--- src/rtl/afc_cntr_seq_if.sv ---
// rtl/afc_cntr_seq_if.sv - AFC measurement request/result and analog counter signal bundle
interface afc_cntr_seq_if #(
  parameter int CNT_W = 14
);
  logic             meas_req;
  logic             meas_abort;
  logic [1:0]       rg_afc_vcostable_time;
  logic [6:0]       rg_afc_cnt_time;
  logic [CNT_W-1:0] ndec;
  logic [CNT_W-1:0] a2d_afc_ncntr;
  logic             afc_cntr_rstn;
  logic             afc_cntr_en;
  logic             afc_cntr_datasyn;
  logic             meas_busy;
  logic             meas_done;
  logic [CNT_W-1:0] meas_err;
  logic             meas_hi;

  // Calibration FSM and analog counter side: requests, timing config, counter result
  modport master (
    output meas_req, meas_abort, rg_afc_vcostable_time, rg_afc_cnt_time, ndec, a2d_afc_ncntr,
    input  afc_cntr_rstn, afc_cntr_en, afc_cntr_datasyn, meas_busy, meas_done, meas_err, meas_hi
  );

  // Sequencer side: owns counter timing and reports the frequency error
  modport slave (
    input  meas_req, meas_abort, rg_afc_vcostable_time, rg_afc_cnt_time, ndec, a2d_afc_ncntr,
    output afc_cntr_rstn, afc_cntr_en, afc_cntr_datasyn, meas_busy, meas_done, meas_err, meas_hi
  );
endinterface

--- src/rtl/afc_cntr_seq.sv ---
// rtl/afc_cntr_seq.sv - AFC counter measurement sequencer; AFC_MEAS_AVG_EN enables two-round averaging
module afc_cntr_seq #(
  parameter int CNT_W    = 14,
  parameter int STB_BASE = 8
) (
  input logic           clk,
  input logic           rst,
  afc_cntr_seq_if.slave bus
);
  // Duration counter must hold STB_BASE<<3 - 1 and the 7-bit count field
  localparam int DUR_W = 8;

  typedef enum logic [2:0] {
    S_IDLE, S_STABLE, S_CRST, S_COUNT, S_SYNC, S_CAPT, S_DONE
  } state_t;

  state_t           state_q, state_d;
  logic [DUR_W-1:0] dur_q, dur_d;
  logic [6:0]       n_q, n_d;
  logic [CNT_W-1:0] ndec_q, ndec_d;
  logic [CNT_W-1:0] meas_err_q, meas_err_d;
  logic             meas_hi_q, meas_hi_d;
  logic [DUR_W-1:0] stable_m1;
  logic [CNT_W-1:0] meas_val;
  logic [CNT_W:0]   diff;
  logic [CNT_W:0]   diff_abs;
`ifdef AFC_MEAS_AVG_EN
  logic             round_q, round_d;
  logic [CNT_W-1:0] ncntr1_q, ncntr1_d;
  logic [CNT_W:0]   sum;
`endif

  // Settle length minus one, loaded straight into the duration counter at acceptance
  assign stable_m1 = DUR_W'((STB_BASE << bus.rg_afc_vcostable_time) - 1);

  // Measured count and its signed distance from the expected count
  always_comb begin
`ifdef AFC_MEAS_AVG_EN
    sum      = {1'b0, ncntr1_q} + {1'b0, bus.a2d_afc_ncntr} + {{CNT_W{1'b0}}, 1'b1};
    meas_val = CNT_W'(sum >> 1);
`else
    meas_val = bus.a2d_afc_ncntr;
`endif
    diff     = {1'b0, meas_val} - {1'b0, ndec_q};
    diff_abs = diff[CNT_W] ? -diff : diff;
  end

  // State, duration counter and result registers
  always_ff @(posedge clk) begin
    if (rst) begin
      state_q    <= S_IDLE;
      dur_q      <= '0;
      n_q        <= '0;
      ndec_q     <= '0;
      meas_err_q <= '0;
      meas_hi_q  <= 1'b0;
`ifdef AFC_MEAS_AVG_EN
      round_q    <= 1'b0;
      ncntr1_q   <= '0;
`endif
    end else begin
      state_q    <= state_d;
      dur_q      <= dur_d;
      n_q        <= n_d;
      ndec_q     <= ndec_d;
      meas_err_q <= meas_err_d;
      meas_hi_q  <= meas_hi_d;
`ifdef AFC_MEAS_AVG_EN
      round_q    <= round_d;
      ncntr1_q   <= ncntr1_d;
`endif
    end
  end

  // Next-state: timed phases count down to zero, abort overrides everything outside IDLE
  always_comb begin
    state_d    = state_q;
    dur_d      = dur_q;
    n_d        = n_q;
    ndec_d     = ndec_q;
    meas_err_d = meas_err_q;
    meas_hi_d  = meas_hi_q;
`ifdef AFC_MEAS_AVG_EN
    round_d    = round_q;
    ncntr1_d   = ncntr1_q;
`endif
    case (state_q)
      S_IDLE: begin
        if (bus.meas_req && !bus.meas_abort) begin
          state_d = S_STABLE;
          dur_d   = stable_m1;
          n_d     = bus.rg_afc_cnt_time;
          ndec_d  = bus.ndec;
        end
      end
      S_STABLE: begin
        if (dur_q != '0) begin
          dur_d = dur_q - DUR_W'(1);
        end else begin
          state_d = S_CRST;
          dur_d   = DUR_W'(1);
        end
      end
      S_CRST: begin
        if (dur_q != '0) begin
          dur_d = dur_q - DUR_W'(1);
        end else begin
          state_d = S_COUNT;
          dur_d   = DUR_W'(n_q);
        end
      end
      S_COUNT: begin
        if (dur_q != '0) begin
          dur_d = dur_q - DUR_W'(1);
        end else begin
          state_d = S_SYNC;
        end
      end
      S_SYNC: state_d = S_CAPT;
      S_CAPT: begin
`ifdef AFC_MEAS_AVG_EN
        if (!round_q) begin
          ncntr1_d = bus.a2d_afc_ncntr;
          round_d  = 1'b1;
          state_d  = S_CRST;
          dur_d    = DUR_W'(1);
        end else begin
          round_d    = 1'b0;
          state_d    = S_DONE;
          meas_err_d = CNT_W'(diff_abs);
          meas_hi_d  = ~diff[CNT_W] & (|diff);
        end
`else
        state_d    = S_DONE;
        meas_err_d = CNT_W'(diff_abs);
        meas_hi_d  = ~diff[CNT_W] & (|diff);
`endif
      end
      S_DONE:  state_d = S_IDLE;
      default: state_d = S_IDLE;
    endcase

    if (bus.meas_abort && state_q != S_IDLE) begin
      state_d    = S_IDLE;
      dur_d      = '0;
      meas_err_d = meas_err_q;
      meas_hi_d  = meas_hi_q;
`ifdef AFC_MEAS_AVG_EN
      round_d    = 1'b0;
`endif
    end
  end

  // Counter controls and status decoded from the current state
  always_comb begin
    bus.afc_cntr_rstn    = 1'b1;
    bus.afc_cntr_en      = 1'b0;
    bus.afc_cntr_datasyn = 1'b0;
    bus.meas_busy        = 1'b1;
    bus.meas_done        = 1'b0;
    case (state_q)
      S_IDLE: begin
        bus.afc_cntr_rstn = 1'b0;
        bus.meas_busy     = 1'b0;
      end
      S_STABLE, S_CRST: bus.afc_cntr_rstn    = 1'b0;
      S_COUNT:          bus.afc_cntr_en      = 1'b1;
      S_SYNC:           bus.afc_cntr_datasyn = 1'b1;
      S_DONE:           bus.meas_done        = 1'b1;
      default: ;
    endcase
  end

  assign bus.meas_err = meas_err_q;
  assign bus.meas_hi  = meas_hi_q;
endmodule

--- src/flat_wrapper.sv ---
// flat-port wrapper written by rule: the top's interface ports become plain ports
module afc_cntr_seq_flat 
#(
  parameter int CNT_W    = 14,
  parameter int STB_BASE = 8
)
  (clk, rst, bus_meas_req, bus_meas_abort, bus_rg_afc_vcostable_time, bus_rg_afc_cnt_time, bus_ndec, bus_a2d_afc_ncntr, bus_afc_cntr_rstn, bus_afc_cntr_en, bus_afc_cntr_datasyn, bus_meas_busy, bus_meas_done, bus_meas_err, bus_meas_hi);
  afc_cntr_seq_if #(.CNT_W(CNT_W)) bus_i ();
  input logic clk;
  input logic rst;
  input wire logic [$bits(bus_i.meas_req)-1:0] bus_meas_req;
  input wire logic [$bits(bus_i.meas_abort)-1:0] bus_meas_abort;
  input wire logic [$bits(bus_i.rg_afc_vcostable_time)-1:0] bus_rg_afc_vcostable_time;
  input wire logic [$bits(bus_i.rg_afc_cnt_time)-1:0] bus_rg_afc_cnt_time;
  input wire logic [$bits(bus_i.ndec)-1:0] bus_ndec;
  input wire logic [$bits(bus_i.a2d_afc_ncntr)-1:0] bus_a2d_afc_ncntr;
  output wire logic [$bits(bus_i.afc_cntr_rstn)-1:0] bus_afc_cntr_rstn;
  output wire logic [$bits(bus_i.afc_cntr_en)-1:0] bus_afc_cntr_en;
  output wire logic [$bits(bus_i.afc_cntr_datasyn)-1:0] bus_afc_cntr_datasyn;
  output wire logic [$bits(bus_i.meas_busy)-1:0] bus_meas_busy;
  output wire logic [$bits(bus_i.meas_done)-1:0] bus_meas_done;
  output wire logic [$bits(bus_i.meas_err)-1:0] bus_meas_err;
  output wire logic [$bits(bus_i.meas_hi)-1:0] bus_meas_hi;
  assign bus_i.meas_req = bus_meas_req;
  assign bus_i.meas_abort = bus_meas_abort;
  assign bus_i.rg_afc_vcostable_time = bus_rg_afc_vcostable_time;
  assign bus_i.rg_afc_cnt_time = bus_rg_afc_cnt_time;
  assign bus_i.ndec = bus_ndec;
  assign bus_i.a2d_afc_ncntr = bus_a2d_afc_ncntr;
  assign bus_afc_cntr_rstn = bus_i.afc_cntr_rstn;
  assign bus_afc_cntr_en = bus_i.afc_cntr_en;
  assign bus_afc_cntr_datasyn = bus_i.afc_cntr_datasyn;
  assign bus_meas_busy = bus_i.meas_busy;
  assign bus_meas_done = bus_i.meas_done;
  assign bus_meas_err = bus_i.meas_err;
  assign bus_meas_hi = bus_i.meas_hi;
  afc_cntr_seq #(.CNT_W(CNT_W), .STB_BASE(STB_BASE)) u_core (.clk(clk), .rst(rst), .bus(bus_i));
endmodule
--- config.mk ---
export PLATFORM = sky130hd
export DESIGN_NAME = afc_cntr_seq_flat
export DESIGN_NICKNAME = d
export VERILOG_FILES = /design/src/rtl/afc_cntr_seq_if.sv /design/src/rtl/afc_cntr_seq.sv /design/src/flat_wrapper.sv
export SDC_FILE = /design/constraint.sdc
export NUM_CORES = 1
export LEC_CHECK = 0
export BUFFER_PORTS_ARGS = -buffer_cell sky130_fd_sc_hd__clkbuf_2
export CORE_AREA = 8 8 106 79
export CTS_CLUSTER_SIZE = 25
export DETAILED_ROUTE_END_ITERATION = 6
export DIE_AREA = 0 0 114 87
export PLACE_DENSITY_LB_ADDON = 0.3
export SLEW_MARGIN = 20
export SYNTH_ARGS = -nofsm -noshare
export SYNTH_HDL_FRONTEND = slang
export SYNTH_SLANG_ARGS = --single-unit
export TNS_END_PERCENT = 1
--- constraint.sdc ---
create_clock -name clk -period 4.6 [get_ports clk]
set_clock_uncertainty 0.15 [all_clocks]
set_input_delay 0.46 -clock clk [delete_from_list [all_inputs] [get_ports clk]]
set_output_delay 0.46 -clock clk [all_outputs]
set_load 0.005 [all_outputs]
* Yosys cells after proc, flatten, opt, wreduce, memory -nomap -nowiden
Index checks and enable logic that the tools add are counted.
** Cells by class
- Reductions and logical operators :: 14
- $add $sub $neg :: 4
- Divide/modulo/power cells :: 0
- $mul :: 0
- $lt $le $gt $ge :: 0
- Equality and inequality tests :: 11
- Shift-type cells :: 1
- Bitwise operators :: 3
- Mux-type cells :: 16
** Operators with widths (count)
- 8-bit 2-to-1 mux :: 4
- 8-bit case mux with 4 select lines :: 1
- 3-bit case mux with 6 select lines :: 1
- 15-bit OR reduction :: 1
- 14-bit by 14-bit subtractor with 15-bit output :: 1
- 14-bit 2-to-1 mux :: 1
- 14-bit negation :: 1
- 3-bit 2-to-1 mux :: 4
- 3-bit == test (second input constant) :: 3
- 8-bit nonzero test :: 1
- 4-bit by 2-bit left shift with 8-bit output (first input constant) :: 1
- 8-bit by 1-bit subtractor with 8-bit output (second input constant) :: 1
- 8-bit by 2-bit subtractor with 8-bit output (second input constant) :: 1
- 3-bit by 2-bit == test with 1-bit output (second input constant) :: 2
- 2-bit inequality test (second input constant) :: 3
- 1-bit 2-to-1 mux :: 5
- 2-bit by 1-bit inequality test with 1-bit output (second input constant) :: 2
- 2-bit AND reduction :: 2
- 4-bit AND reduction :: 1
- 4-bit nonzero test :: 1
- 3-bit by 1-bit == test with 1-bit output (second input constant) :: 1
- 3-bit logical NOT :: 1
- 3-bit AND reduction :: 1
- 3-bit nonzero test :: 1
- other kinds (6) :: 8
** Word-level totals
- Output and inout bits :: 20
- Bits in latches :: 0
- Input bits :: 41
- Bits in writable memories :: 0
- Memories :: 0
- Bits in read-only memories :: 0
- Flip-flop bits (word level) :: 47
- Word-level logic and storage cells :: 55

* Depth between registers and ports, before layout
Gate-level depths: netlist of run 1.
- Depth after elaboration :: 4
- Mapped depth :: 11
- Depth with buffers taken out :: 11

* Worst setup path after synthesis of run 1
OpenSTA, ideal clock, no wires.
- Path kind :: input -> register
- From :: input bus_a2d_afc_ncntr[0]
- To :: register u_core.meas_err_q[13] (netlist: u_core.bus.meas_err[13])
- Path buffers :: 0
- Cell stages on the path :: 11
- Path slack :: 1.621 ns
- Arrival :: 2.713 ns
- Required time :: 4.335 ns
- Setup time :: 0.115 ns
- Cell sequence :: inv_1 > ha_1 > fa_1 > nand2b_1 > a21oi_2 > o211ai_2 > a211o_1 > nor4_4 > a41oi_1 > xnor2_1 > a31o_1
** On the way
- Word-level cells in the longest chain between the ends :: 3
** Ends and longest elaborated chain
- start, declared :: RTL line flat_wrapper.sv:16 : input wire logic [$bits(bus_i.a2d_afc_ncntr)-1:0] bus_a2d_afc_ncntr;
- 14-bit by 14-bit subtractor with 15-bit output * :: RTL line afc_cntr_seq.sv:44 : diff = {1'b0, meas_val} - {1'b0, ndec_q};
- 14-bit negation :: RTL line afc_cntr_seq.sv:45 : diff_abs = diff[CNT_W] ? -diff : diff;
- 14-bit 2-to-1 mux * :: RTL line afc_cntr_seq.sv:45
- end signal, assigned :: RTL line afc_cntr_seq.sv:66 : meas_err_q <= meas_err_d;
- end, declared :: RTL line afc_cntr_seq.sv:21 : logic [CNT_W-1:0] meas_err_q, meas_err_d;
Every way passes the cells marked *; elsewhere a longest branch is shown, timed or not.
A chain may end at the register's enable or synchronous reset.

* Worst setup path in the final report of run 1
- From :: register u_core.ndec_q[0]
- To :: register u_core.meas_err_q[13] (netlist: u_core.bus.meas_err[13])
** On the way
- Word-level cells in the longest chain between the ends :: 3
** Ends and longest elaborated chain
- start, declared :: RTL line afc_cntr_seq.sv:20 : logic [CNT_W-1:0] ndec_q, ndec_d;
- start signal, assigned :: RTL line afc_cntr_seq.sv:65 : ndec_q <= ndec_d;
- 14-bit by 14-bit subtractor with 15-bit output * :: RTL line afc_cntr_seq.sv:44
- 14-bit negation :: RTL line afc_cntr_seq.sv:45
- 14-bit 2-to-1 mux * :: RTL line afc_cntr_seq.sv:45
Marks and branches as above.

==> tab_implementation.tex, run 1 <==
\begin{tabular}{lr}
\hline
Metric & Value \\
\hline
\multicolumn{2}{l}{\textbf{Outcome}} \\
\quad Outcome & complete, no violations \\
\multicolumn{2}{l}{\textbf{Power}} \\
\quad Worst voltage drop across the vdd grid & 0.000133 V \\
\quad Pwr/cell area & 340 nW/um2 \\
\quad Tot Pwr & 1.26 mW \\
\quad Total leakage power & between 1.5 and 2 nW \\
\multicolumn{2}{l}{\textbf{Place}} \\
\quad Number of input and output port buffers inserted & 60 \\
\quad HPWL after DPL & 6400 um \\
\quad Final weighted congestion in routability-driven placement & 0.896 \\
\multicolumn{2}{l}{\textbf{Worst setup path}} \\
\quad Data required time of the worst path & 4650 ps \\
\quad Kind of end point of the critical path & flip-flop \\
\quad Peak fanout along the critical path & 4 \\
\quad Slack of the worst reg-to-reg path & 1550 ps \\
\quad Sort of element at the start of the critical path & flip-flop \\
\quad Worst r2r path cells & 10 \\
\quad RR Startpoint & u\_core.ndec\_q[0] \\
\quad Kind of critical path & flip-flop to flip-flop \\
\quad Arrival time at the worst endpoint & approximately 3100 ps \\
\quad R2R Path End & u\_core.bus.meas\_err[13] \\
\multicolumn{2}{l}{\textbf{Clocking}} \\
\quad Hold-fix buffers, CTS & 0 \\
\quad Post-cts repair resize count & 0 \\
\quad CTS tree & done \\
\quad Number of buffers inserted by post-CTS setup repair & 0 \\
\quad Clock root buffer & sky130\_fd\_sc\_hd\_\_clkbuf\_8 \\
\quad Number of buffers added by the clock tree synthesis step & 5 \\
\quad Reg clk slew, reported paths & approximately 90 ps \\
\quad Later-pin clock latency in the skew report & 310 ps \\
\quad Maximum count of clock buffers along a single path & 2 \\
\quad Clock sink count & 47 \\
\quad H-tree levels & 2 \\
\multicolumn{2}{l}{\textbf{STA}} \\
\quad Max Clk Rate & 328 MHz \\
\quad Pin slew with the least headroom to its limit & 838 ps \\
\quad RSZ-0062 raised after global routing & false \\
\quad Final setup violating endpoints & 0 \\
\quad Worst rel slew slack & approximately 44\% \\
\quad Final hold viol count & 0 \\
\quad Post-layout minimum cycle time & 3050 ps \\
\quad Slew Limit Fails & 0 \\
\quad Final TNS setup & 0 ps \\
\quad Final worst path period share & between 60\% and 70\% \\
\multicolumn{2}{l}{\textbf{Synthesis}} \\
\quad Synth top area share & 29.0\% \\
\quad Part of the Yosys area used for sequential elements & 29.0\% \\
\quad Number of distinct library cells after synthesis & 61 \\
\quad Number of enable flip-flop cells after synthesis & 0 \\
\quad Share of synthesized registers carrying an async set or reset & 0\% \\
\quad Synth Instances & roughly 440 \\
\quad Cell area after synthesis & about 3200 um2 \\
\quad Ranking of synthesized cells by area & sky130\_fd\_sc\_hd\_\_dfxtp\_1 (29\%), sky130\_fd\_sc\_hd\_\_a21oi\_1 (7.7\%), sky130\_fd\_sc\_hd\_\_nand2\_1 (7.5\%), sky130\_fd\_sc\_hd\_\_ha\_1 (6.9\%), sky130\_fd\_sc\_hd\_\_nor2\_1 (5.1\%) \\
\quad Mean instance size in the synthesized netlist & roughly 7.4 um2 \\
\quad Number of warnings issued by yosys & 0 \\
\quad Post-synthesis cell type with the largest combined area & sky130\_fd\_sc\_hd\_\_dfxtp\_1 \\
\quad Count of state elements after synthesis & 47 \\
\quad Syn Nets & 498 \\
\quad Main synth FF type & sky130\_fd\_sc\_hd\_\_dfxtp\_1 \\
\multicolumn{2}{l}{\textbf{Layout}} \\
\quad Ant diodes & 0 \\
\quad Multi-input logic area & 2120 um2 \\
\quad Area growth, synth to finish & 14.2\% \\
\quad Share of the core filled with cells & 53.7\% \\
\quad Proportion of layout cells with a drive suffix above 1 & 17.5\% \\
\quad Filler Cells Inserted & 715 \\
\quad Commonest non-fill, non-tap cell in the layout & sky130\_fd\_sc\_hd\_\_nand2\_1 \\
\quad Net total in the final layout & approximately 550 \\
\quad Storage cell area & 941 um2 \\
\quad Most frequent cells in the layout & sky130\_fd\_sc\_hd\_\_nand2\_1 (65), sky130\_fd\_sc\_hd\_\_clkbuf\_2 (60), sky130\_fd\_sc\_hd\_\_a21oi\_1 (50) \\
\multicolumn{2}{l}{\textbf{Global routing}} \\
\quad Global-route wire length before repair & $\sim$14,000 um \\
\quad Overall Global Routing Usage & 17.1\% \\
\quad Vias in the first global route & roughly 2,900 \\
\quad Initial antenna violation count & 0 \\
\quad Pin count of the biggest net entering global routing & 30 \\
\quad Congestion Overflow GR & 0 \\
\multicolumn{2}{l}{\textbf{Die}} \\
\quad Area inside the core boundary & 6900 um2 \\
\quad X dimension of the die & 114 um \\
\quad Die outline height & 87 um \\
\quad Initial Util & 47.0\% \\
\quad Cell Rows & 26 \\
\quad Overall die area & 9920 um2 \\
\quad IO Pins & 61 \\
\multicolumn{2}{l}{\textbf{Detailed routing}} \\
\quad Total Wirelength & 8370 um \\
\quad Antenna-violating nets left & 0 \\
\quad Routed wire length per instance & roughly 14 um \\
\quad Post-route DRC & 0 \\
\quad Overall via count from detail\_route & around 3,200 \\
\quad Initial DRT Pass Iterations & 5 \\
\quad Via/cell ratio & approximately 5.4 \\
\quad Count of routing violations after the opening detailed-route iteration & 228 \\
\multicolumn{2}{l}{\textbf{Hold path}} \\
\quad Worst-case hold path end point & u\_core.ndec\_q[6] \\
\quad Hold/Removal Path Class & input pin to flip-flop \\
\quad Beginning of the worst hold path & bus\_ndec[6] \\
\quad Depth of the worst hold-timing path & 3 \\
\multicolumn{2}{l}{\textbf{Flow run}} \\
\quad Maxcap violations & 0 \\
\hline
\end{tabular}
==> per-layer routing <==
layer / wire, um / global-route usage (%) / up-vias / share of wire, %
met5: 0 / 0 / - / 0
met4: 100 / 4.69 / 0 / 1.2
met1: 4340 / 23.9 / 1450 / 52
met3: 533 / 4.29 / 11 / 6.4
met2: 3390 / 25.2 / 85 / 41
li1: - / - / 1632 / -
==> synthesized netlist by cell type (2+ instances only) <==
| master | n |
|---|---|
| sky130_fd_sc_hd__a211oi_1 | 5 |
| sky130_fd_sc_hd__a211oi_2 | 3 |
| sky130_fd_sc_hd__a21o_1 | 4 |
| sky130_fd_sc_hd__a21oi_1 | 50 |
| sky130_fd_sc_hd__a21oi_2 | 2 |
| sky130_fd_sc_hd__a22oi_1 | 2 |
| sky130_fd_sc_hd__a31oi_1 | 3 |
| sky130_fd_sc_hd__and2_1 | 3 |
| sky130_fd_sc_hd__and3_1 | 5 |
| sky130_fd_sc_hd__buf_2 | 2 |
| sky130_fd_sc_hd__clkbuf_1 | 18 |
| sky130_fd_sc_hd__dfxtp_1 | 47 |
| sky130_fd_sc_hd__ha_1 | 18 |
| sky130_fd_sc_hd__inv_1 | 24 |
| sky130_fd_sc_hd__nand2_1 | 65 |
| sky130_fd_sc_hd__nand2b_1 | 9 |
| sky130_fd_sc_hd__nand3_1 | 12 |
| sky130_fd_sc_hd__nand4_1 | 3 |
| sky130_fd_sc_hd__nor2_1 | 44 |
| sky130_fd_sc_hd__nor2b_1 | 6 |
| sky130_fd_sc_hd__nor3_1 | 8 |
| sky130_fd_sc_hd__nor3b_1 | 5 |
| sky130_fd_sc_hd__o211ai_1 | 3 |
| sky130_fd_sc_hd__o21a_1 | 6 |
| sky130_fd_sc_hd__o21ai_0 | 25 |
| sky130_fd_sc_hd__o21ai_1 | 3 |
| sky130_fd_sc_hd__o21ai_2 | 2 |
| sky130_fd_sc_hd__o22ai_1 | 2 |
| sky130_fd_sc_hd__o311a_1 | 2 |
| sky130_fd_sc_hd__o31ai_1 | 6 |
| sky130_fd_sc_hd__or2_2 | 2 |
| sky130_fd_sc_hd__or3_1 | 2 |
| sky130_fd_sc_hd__xnor2_1 | 9 |
| sky130_fd_sc_hd__xor2_1 | 11 |
==> kinds of logic after synthesis <==
logic type | after synthesis | synth area share (%)
mux | 2 | 0.656
simple gates | 169 | 24.3
xor+xnor | 20 | 5.40
fa+ha+maj | 19 | 7.56
compound gates | 136 | 27.6
flops | 47 | 29.0
buf+inv | 45 | 5.52
==> worst max path at each step <==
stage                    startpoint                      end  slack, ps  depth (start not counted)
3_3_place_gp   bus_a2d_afc_ncntr[0]  u_core.bus.meas_err[13]       1410                         12
5_1_grt            u_core.ndec_q[0]  u_core.bus.meas_err[13]       1390                         10
6_report           u_core.ndec_q[0]  u_core.bus.meas_err[13]       1550                         10
3_5_place_dp   bus_a2d_afc_ncntr[0]  u_core.bus.meas_err[13]       1290                         12
4_1_cts            u_core.ndec_q[0]  u_core.bus.meas_err[13]       1560                         10
2_1_floorplan  bus_a2d_afc_ncntr[0]  u_core.bus.meas_err[13]       1620                         11
==> per-stage QoR <==
| step | hold WS (ps) | std cells | cell area (um2) | setup WS, ps |
|---|---|---|---|---|
| 2_1_floorplan | 286 | 438 | 3240 | 1620 |
| 3_3_place_gp | 293 | 576 | 3580 | 1410 |
| 5_1_grt | 218 | 584 | 3700 | 1390 |
| 6_report | 213 | 584 | 3700 | 1550 |
| 4_1_cts | 206 | 584 | 3700 | 1560 |
| 3_5_place_dp | 297 | 576 | 3580 | 1290 |
==> state kept, by name (all words and copies together), names as in the netlist <==
| signal | cells |
|---|---|
| u_core.state_q | 3 |
| u_core.ndec_q | 14 |
| u_core.bus.meas_hi | 1 |
| u_core.dur_q | 8 |
| u_core.n_q | 7 |
| u_core.bus.meas_err | 14 |
==> power by group <==
group	switching (mW)	internal [mW]
combinational	0.288	0.183
clock	0.145	0.176
sequential	0.0298	0.435
==> worst max-delay path: stages (launching register included) <==
cell and delay (ps):
sky130_fd_sc_hd__dfxtp_1 330, sky130_fd_sc_hd__ha_1 220, sky130_fd_sc_hd__fa_1 400, sky130_fd_sc_hd__nand2b_1 210, sky130_fd_sc_hd__a21oi_2 250, sky130_fd_sc_hd__o211ai_2 150
sky130_fd_sc_hd__a211o_1 300, sky130_fd_sc_hd__nor4_4 360, sky130_fd_sc_hd__a41oi_1 200, sky130_fd_sc_hd__xnor2_1 170, sky130_fd_sc_hd__a31o_1 210
==> final cells by class <==
class / count / area share, %
Multi-Input combinational cell: 346 / 57.4
Sequential cell: 47 / 25.4
Timing Repair Buffer: 61 / 8.31
Tap cell: 98 / 3.31
Inverter: 24 / 2.43
Clock buffer: 6 / 2.23
Clock inverter: 2 / 0.946
(Power assumes the default switching activity.)
==> run 2, diff against run 1 <==
- clock period: 4.6 -> 3 ns (I/O delays scaled with it)
==> run 2 against run 1 <==
Effect of this change: clock power rose by 72%; hold slack worse by 160 ps; critical path depth increased by 1; register-to-register slack lost 1400 ps; die area did not move; sequential share of layout area fell by 0.73 points; final cell count rose by 1.0%; sequential cell count did not move; via count increased by 0.60%; worst setup slack worse by 1400 ps; wire length up 4.7%; combinational power grew 62%; critical path type unchanged; largest power group unchanged.
==> tab_implementation.tex, run 2 (synthesis gave the netlist of run 1 again) <==
\begin{tabular}{lr}
\hline
Metric & Value \\
\hline
\multicolumn{2}{l}{\textbf{Outcome}} \\
\quad Outcome & complete, no violations (unchanged) \\
\multicolumn{2}{l}{\textbf{Hold path}} \\
\quad Depth of the worst hold-timing path & 3 (unchanged) \\
\quad Hold/Removal Path Class & input pin to flip-flop (unchanged) \\
\multicolumn{2}{l}{\textbf{Global routing}} \\
\quad Pin count of the biggest net entering global routing & 30 (unchanged) \\
\quad Initial antenna violation count & 0 (unchanged) \\
\quad Congestion Overflow GR & 0 (unchanged) \\
\quad Global-route wire length before repair & 14,300 um (was 13,800 um) \\
\quad Vias in the first global route & 2,975 (was 2,916) \\
\quad Overall Global Routing Usage & 17.6\% (was 17.1\%) \\
\multicolumn{2}{l}{\textbf{Die}} \\
\quad Area inside the core boundary & 6900 um2 (unchanged) \\
\quad X dimension of the die & 114 um (unchanged) \\
\quad IO Pins & 61 (unchanged) \\
\quad Die outline height & 87 um (unchanged) \\
\quad Initial Util & 47.0\% (unchanged) \\
\quad Overall die area & 9920 um2 (unchanged) \\
\quad Cell Rows & 26 (unchanged) \\
\multicolumn{2}{l}{\textbf{STA}} \\
\quad Max Clk Rate & 345 MHz (was 328 MHz) \\
\quad Final TNS setup & 0 ps (unchanged) \\
\quad Final hold viol count & 0 (unchanged) \\
\quad Post-layout minimum cycle time & 2900 ps (was 3050 ps) \\
\quad Slew Limit Fails & 0 (unchanged) \\
\quad Pin slew with the least headroom to its limit & 857 ps (was 838 ps) \\
\quad Final Worst Setup Slack & 102 ps (was 1550 ps) \\
\quad Final setup violating endpoints & 0 (unchanged) \\
\quad Worst rel slew slack & 42.9\% (was 44.1\%) \\
\quad Final worst path period share & 96.6\% (was 66.3\%) \\
\multicolumn{2}{l}{\textbf{Worst setup path}} \\
\quad Kind of critical path & flip-flop to flip-flop (unchanged) \\
\quad Peak fanout along the critical path & 7 (was 4) \\
\quad Arrival time at the worst endpoint & 2990 ps (was 3110 ps) \\
\quad Kind of end point of the critical path & flip-flop (unchanged) \\
\quad Sort of element at the start of the critical path & flip-flop (unchanged) \\
\quad Data required time of the worst path & 3090 ps (was 4650 ps) \\
\quad Worst r2r path cells & 11 (was 10) \\
\multicolumn{2}{l}{\textbf{Place}} \\
\quad HPWL after DPL & 6600 um (was 6400 um) \\
\quad Number of input and output port buffers inserted & 60 (unchanged) \\
\quad Final weighted congestion in routability-driven placement & 0.873 (was 0.896) \\
\quad Post-Place Worst Slack & -53.5 ps (was 1290 ps) \\
\quad Area after detailed placement & 3630 um2 (was 3580 um2) \\
\multicolumn{2}{l}{\textbf{Clocking}} \\
\quad Number of buffers added by the clock tree synthesis step & 5 (unchanged) \\
\quad CTS tree & done (unchanged) \\
\quad Later-pin clock latency in the skew report & 310 ps (about the same) \\
\quad Clock sink count & 47 (unchanged) \\
\quad Maximum count of clock buffers along a single path & 2 (unchanged) \\
\quad H-tree levels & 2 (unchanged) \\
\quad Reg clk slew, reported paths & 90 ps (about the same) \\
\quad Hold-fix buffers, CTS & 0 (unchanged) \\
\quad Clock root buffer & sky130\_fd\_sc\_hd\_\_clkbuf\_8 (unchanged) \\
\multicolumn{2}{l}{\textbf{Detailed routing}} \\
\quad Routed wire length on met3 & 688 um (was 533 um) \\
\quad Initial DRT Pass Iterations & 5 (unchanged) \\
\quad Antenna-violating nets left & 0 (unchanged) \\
\quad Count of routing violations after the opening detailed-route iteration & 338 (was 228) \\
\quad Via/cell ratio & 5.42 (was 5.44) \\
\quad Total Wirelength & 8760 um (was 8370 um) \\
\quad Max Used Layer & met4 (unchanged) \\
\quad Met2 wire length & 3600 um (was 3390 um) \\
\quad Met1 wire length & 4360 um (was 4340 um) \\
\quad Routed wire length per instance & 14.8 um (was 14.3 um) \\
\quad Post-route DRC & 0 (unchanged) \\
\quad Overall via count from detail\_route & 3,197 (was 3,178) \\
\multicolumn{2}{l}{\textbf{Layout}} \\
\quad Proportion of layout cells with a drive suffix above 1 & 19.7\% (was 17.5\%) \\
\quad Storage cell area & 941 um2 (unchanged) \\
\quad Commonest non-fill, non-tap cell in the layout & sky130\_fd\_sc\_hd\_\_nand2\_1 (unchanged) \\
\quad Post-route cell area & 3810 um2 (was 3700 um2) \\
\quad Filler Cells Inserted & 686 (was 715) \\
\quad Multi-input logic area & 2170 um2 (was 2120 um2) \\
\quad Ant diodes & 0 (unchanged) \\
\quad Net total in the final layout & 551 (was 545) \\
\quad Most frequent cells in the layout & sky130\_fd\_sc\_hd\_\_nand2\_1 (65), sky130\_fd\_sc\_hd\_\_clkbuf\_2 (60), sky130\_fd\_sc\_hd\_\_a21oi\_1 (50) (unchanged) \\
\quad Area growth, synth to finish & 17.5\% (was 14.2\%) \\
\quad Share of the core filled with cells & 55.3\% (was 53.7\%) \\
\multicolumn{2}{l}{\textbf{Flow run}} \\
\quad Maxcap violations & 0 (unchanged) \\
\multicolumn{2}{l}{\textbf{Power}} \\
\quad Gate power share & 37.6\% (was 37.5\%) \\
\quad Tot Pwr & 2.03 mW (was 1.26 mW) \\
\quad Portion of total power attributed to the clock network & 27.3\% (was 25.6\%) \\
\quad Pwr/cell area & 532 nW/um2 (was 340 nW/um2) \\
\quad Power spent charging and discharging nets & 726 uW (was 463 uW) \\
\quad Worst voltage drop across the vdd grid & 0.000232 V (was 0.000133 V) \\
\quad Total leakage power & 1.55 nW (was 1.51 nW) \\
\quad Switching power as a share of total power & 35.8\% (was 36.8\%) \\
\quad Internal cell power & 1.30 mW (was 794 uW) \\
\quad Portion of total power attributed to sequential cells & 35.2\% (was 37.0\%) \\
\hline
\end{tabular}
run 2: cell types whose count changed in the layout (fill, tap and decap cells not counted), moves of 2 or more:
cell / change
sky130_fd_sc_hd__buf_4: +6
sky130_fd_sc_hd__a21oi_2: -2
sky130_fd_sc_hd__a21oi_4: +2
sky130_fd_sc_hd__o31ai_1: -2
sky130_fd_sc_hd__o31ai_2: +2
run 2: layer usage:
| metal | up-vias | track usage [%] |
|---|---|---|
| met5 | - | 0 |
| met4 | 0 | 5.42 |
| met3 | 10 | 4.22 |
| met2 | 114 | 25.3 |
| met1 | 1429 | 25.2 |
| li1 | 1644 | - |
run 2: per-stage QoR:
stage | cells | hold WS (ps)
floorplan | 438 | 286
global route | 590 | 47.3
detailed placement | 582 | 297
finish | 590 | 52.5
global placement | 582 | 293
CTS | 590 | 43.7
run 2: cell type report:
cell class                 count  share of cell area, %
multi-input combinational    346                   57.0
tap                           98                   3.22
sequential                    47                   24.7
timing repair buffer          67                   9.26
inverter                      24                   2.36
clock inverter                 2                   1.58
clock buffer                   6                   1.90
run 2: final timing paths:
check                     from            endpoint  slack [ps]
max           u_core.ndec_q[3]  u_core.bus.meas_hi         100
min               bus_ndec[11]   u_core.ndec_q[11]          50
max reg2reg   u_core.ndec_q[3]  u_core.bus.meas_hi         100
min reg2reg  u_core.ndec_q[12]   u_core.ndec_q[12]         310
run 2: power groups by stage:
stage / sequential, mW / combinational [mW] / clock, mW
2_1_floorplan: 0.706 / 0.565 / 0
3_3_place_gp: 0.724 / 0.710 / 0
3_5_place_dp: 0.726 / 0.727 / 0
4_1_cts: 0.712 / 0.733 / 0.570
5_1_grt: 0.723 / 0.843 / 0.595
6_report: 0.714 / 0.762 / 0.553
run 2: timing repair:
item / CTS / global route
resized for setup: 0 / 9
setup endpoints to repair: 0 / 5
buffers inserted: 0 / 0
run 2: critical path: stages, from the launching register on:
cell and delay, ps:
sky130_fd_sc_hd__dfxtp_1 330, sky130_fd_sc_hd__inv_1 40, sky130_fd_sc_hd__ha_1 270, sky130_fd_sc_hd__nor2_1 320
sky130_fd_sc_hd__a21oi_4 110, sky130_fd_sc_hd__buf_4 160, sky130_fd_sc_hd__o311a_1 300, sky130_fd_sc_hd__a211oi_2 370
sky130_fd_sc_hd__nor4_4 120, sky130_fd_sc_hd__and3_1 180, sky130_fd_sc_hd__a311o_1 360, sky130_fd_sc_hd__a21oi_1 120
==> run 3, diff against run 2 <==
- CORE_AREA: 8 8 106 79 -> 8 8 113 74
- DIE_AREA: 0 0 114 87 -> 0 0 121 82
==> run 3 against run 2 <==
Effect of this change: total power fell by 6.3%; worst setup slack improved by 73 ps; via count rose by 2.1%; critical path depth did not move; final cell count fell by 0.68%; register-to-register slack improved by 70 ps; maximum frequency rose by 2.6%; sequential share of layout area rose by 0.22 points; first-iteration DRC count fell by 25%.
==> tab_implementation.tex, run 3 (synthesis gave the netlist of run 1 again) <==
\begin{tabular}{lr}
\hline
Metric & Value \\
\hline
\multicolumn{2}{l}{\textbf{Die}} \\
\quad Cell Rows & 24 (was 26) \\
\quad Die outline height & 82 um (was 87 um) \\
\quad IO Pins & 61 (unchanged) \\
\quad X dimension of the die & 121 um (was 114 um) \\
\quad Initial Util & 47.6\% (was 47.0\%) \\
\quad Overall die area & 9920 um2 (about the same) \\
\quad Area inside the core boundary & 6820 um2 (was 6900 um2) \\
\multicolumn{2}{l}{\textbf{Power}} \\
\quad Tot Pwr & 1.90 mW (was 2.03 mW) \\
\quad Switching power as a share of total power & 38.9\% (was 35.8\%) \\
\quad Internal cell power & 1.16 mW (was 1.30 mW) \\
\quad Total leakage power & 1.55 nW (about the same) \\
\quad Gate power share & 40.5\% (was 37.6\%) \\
\quad Power spent charging and discharging nets & 739 uW (was 726 uW) \\
\quad Pwr/cell area & 503 nW/um2 (was 532 nW/um2) \\
\quad Worst voltage drop across the vdd grid & 0.000189 V (was 0.000232 V) \\
\quad Portion of total power attributed to sequential cells & 37.6\% (was 35.2\%) \\
\quad Portion of total power attributed to the clock network & 21.9\% (was 27.3\%) \\
\multicolumn{2}{l}{\textbf{Detailed routing}} \\
\quad Post-route DRC & 0 (unchanged) \\
\quad Routed wire length per instance & 15.1 um (was 14.8 um) \\
\quad Antenna-violating nets left & 0 (unchanged) \\
\quad Initial DRT Pass Iterations & 4 (was 5) \\
\quad Via/cell ratio & 5.57 (was 5.42) \\
\quad Overall via count from detail\_route & 3,263 (was 3,197) \\
\quad Count of routing violations after the opening detailed-route iteration & 255 (was 338) \\
\quad Total Wirelength & 8840 um (was 8760 um) \\
\multicolumn{2}{l}{\textbf{Worst setup path}} \\
\quad Sort of element at the start of the critical path & flip-flop (unchanged) \\
\quad Data required time of the worst path & 3050 ps (was 3090 ps) \\
\quad Arrival time at the worst endpoint & 2880 ps (was 2990 ps) \\
\quad Kind of end point of the critical path & flip-flop (unchanged) \\
\quad Slack of the worst reg-to-reg path & 180 ps (was 100 ps) \\
\quad Peak fanout along the critical path & 4 (was 7) \\
\quad Kind of critical path & flip-flop to flip-flop (unchanged) \\
\multicolumn{2}{l}{\textbf{Global routing}} \\
\quad Overall Global Routing Usage & 18.1\% (was 17.6\%) \\
\quad Vias in the first global route & 3,032 (was 2,975) \\
\quad Congestion Overflow GR & 0 (unchanged) \\
\quad Initial antenna violation count & 0 (unchanged) \\
\quad Global-route wire length before repair & 14,600 um (was 14,300 um) \\
\quad Pin count of the biggest net entering global routing & 30 (unchanged) \\
\multicolumn{2}{l}{\textbf{STA}} \\
\quad Final setup violating endpoints & 0 (unchanged) \\
\quad Max Clk Rate & 354 MHz (was 345 MHz) \\
\quad Worst hold-check slack & 58.8 ps (was 52.5 ps) \\
\quad RSZ-0062 raised after global routing & false \\
\quad Pin slew with the least headroom to its limit & 943 ps (was 857 ps) \\
\quad Worst rel slew slack & 37.1\% (was 42.9\%) \\
\quad Post-layout minimum cycle time & 2820 ps (was 2900 ps) \\
\quad Slew Limit Fails & 0 (unchanged) \\
\quad Final TNS setup & 0 ps (unchanged) \\
\quad Final hold viol count & 0 (unchanged) \\
\quad Final worst path period share & 94.2\% (was 96.6\%) \\
\quad Final Worst Setup Slack & 175 ps (was 102 ps) \\
\multicolumn{2}{l}{\textbf{Place}} \\
\quad Number of input and output port buffers inserted & 60 (unchanged) \\
\quad Post-Place Worst Slack & -10.1 ps (was -53.5 ps) \\
\quad Area after detailed placement & 3640 um2 (was 3630 um2) \\
\quad Final weighted congestion in routability-driven placement & 0.877 (was 0.873) \\
\quad Number of cells in the design after placement & 577 (was 582) \\
\quad HPWL after DPL & 6860 um (was 6600 um) \\
\multicolumn{2}{l}{\textbf{Layout}} \\
\quad Area growth, synth to finish & 16.5\% (was 17.5\%) \\
\quad Share of the core filled with cells & 55.4\% (was 55.3\%) \\
\quad Filler Cells Inserted & 657 (was 686) \\
\quad Proportion of layout cells with a drive suffix above 1 & 20.2\% (was 19.7\%) \\
\quad Net total in the final layout & 554 (was 551) \\
\quad Final non-filler cell total & 586 (was 590) \\
\quad Ant diodes & 0 (unchanged) \\
\quad Commonest non-fill, non-tap cell in the layout & sky130\_fd\_sc\_hd\_\_nand2\_1 (unchanged) \\
\quad Post-route cell area & 3780 um2 (was 3810 um2) \\
\quad Most frequent cells in the layout & sky130\_fd\_sc\_hd\_\_nand2\_1 (65), sky130\_fd\_sc\_hd\_\_clkbuf\_2 (60), sky130\_fd\_sc\_hd\_\_a21oi\_1 (50) (unchanged) \\
\multicolumn{2}{l}{\textbf{Clocking}} \\
\quad Maximum count of clock buffers along a single path & 2 (unchanged) \\
\quad Later-pin clock latency in the skew report & 300 ps (was 310 ps) \\
\quad Clock sink count & 47 (unchanged) \\
\quad Number of buffers added by the clock tree synthesis step & 5 (unchanged) \\
\quad H-tree levels & 2 (unchanged) \\
\quad CTS tree & done (unchanged) \\
\quad Reg clk slew, reported paths & 90 ps (about the same) \\
\quad Clock root buffer & sky130\_fd\_sc\_hd\_\_clkbuf\_8 (unchanged) \\
\multicolumn{2}{l}{\textbf{Outcome}} \\
\quad Outcome & complete, no violations (unchanged) \\
\multicolumn{2}{l}{\textbf{Hold path}} \\
\quad Hold/Removal Path Class & input pin to flip-flop (unchanged) \\
\multicolumn{2}{l}{\textbf{Flow run}} \\
\quad Maxcap violations & 0 (unchanged) \\
\hline
\end{tabular}
run 3: cell count changes in the layout (fill, tap and decap cells not counted), sizes merged:
| cell | previous run | this run |
|---|---|---|
| buf | 7 | 10 |
| bufinv | 2 | 0 |
| clkinvlp | 0 | 1 |
| clkinv | 0 | 1 |
run 3: critical path, stage by stage (launching register included):
cell and delay [ps]:
sky130_fd_sc_hd__dfxtp_1 330, sky130_fd_sc_hd__ha_1 220, sky130_fd_sc_hd__fa_2 370, sky130_fd_sc_hd__nand2b_4 160
sky130_fd_sc_hd__a21oi_2 170, sky130_fd_sc_hd__buf_4 150, sky130_fd_sc_hd__o22a_1 190, sky130_fd_sc_hd__xor2_1 110
sky130_fd_sc_hd__nor4_4 350, sky130_fd_sc_hd__a41oi_2 170, sky130_fd_sc_hd__xnor2_1 150, sky130_fd_sc_hd__a31o_1 200
run 3: power by group through the flow:
| stage | clock, mW | sequential, mW | combinational [mW] |
|---|---|---|---|
| floorplan | 0 | 0.706 | 0.565 |
| global placement | 0 | 0.725 | 0.721 |
| detailed placement | 0 | 0.726 | 0.740 |
| CTS | 0.428 | 0.712 | 0.746 |
| global route | 0.453 | 0.723 | 0.857 |
| finish | 0.416 | 0.714 | 0.770 |
run 3: final timing paths:
check                     from                 endpoint  cells past startpoint
max           u_core.ndec_q[0]  u_core.bus.meas_err[13]                     11
min               bus_ndec[11]        u_core.ndec_q[11]                      3
max reg2reg   u_core.ndec_q[0]  u_core.bus.meas_err[13]                     11
min reg2reg  u_core.ndec_q[11]        u_core.ndec_q[11]                      2
run 3: final cells by class:
class | instances | area (um2) | area share (%)
Tap cell | 91 | 114 | 3.01
Clock inverter | 2 | 16.3 | 0.431
Inverter | 24 | 90.1 | 2.38
Timing Repair Buffer | 70 | 375 | 9.94
Sequential cell | 47 | 941 | 24.9
Clock buffer | 6 | 82.6 | 2.19
Multi-Input combinational cell | 346 | 2160 | 57.1
run 3: repair_timing:
| action | in CTS | in global routing |
|---|---|---|
| setup endpoints to repair | 0 | 6 |
| setup buffers | 0 | 1 |
| resized for setup | 0 | 6 |
| hold endpoints to repair | 0 | 0 |
| hold buffers | 0 | 0 |
run 3: per-layer routing:
| metal | part of all wire, % | vias to the layer above | track usage, % |
|---|---|---|---|
| met5 | 0 | - | 0 |
| met4 | 0.60 | 0 | 4.09 |
| met3 | 7.9 | 5 | 4.19 |
| met2 | 39 | 111 | 26.5 |
| met1 | 53 | 1498 | 26.1 |
| li1 | - | 1649 | - |
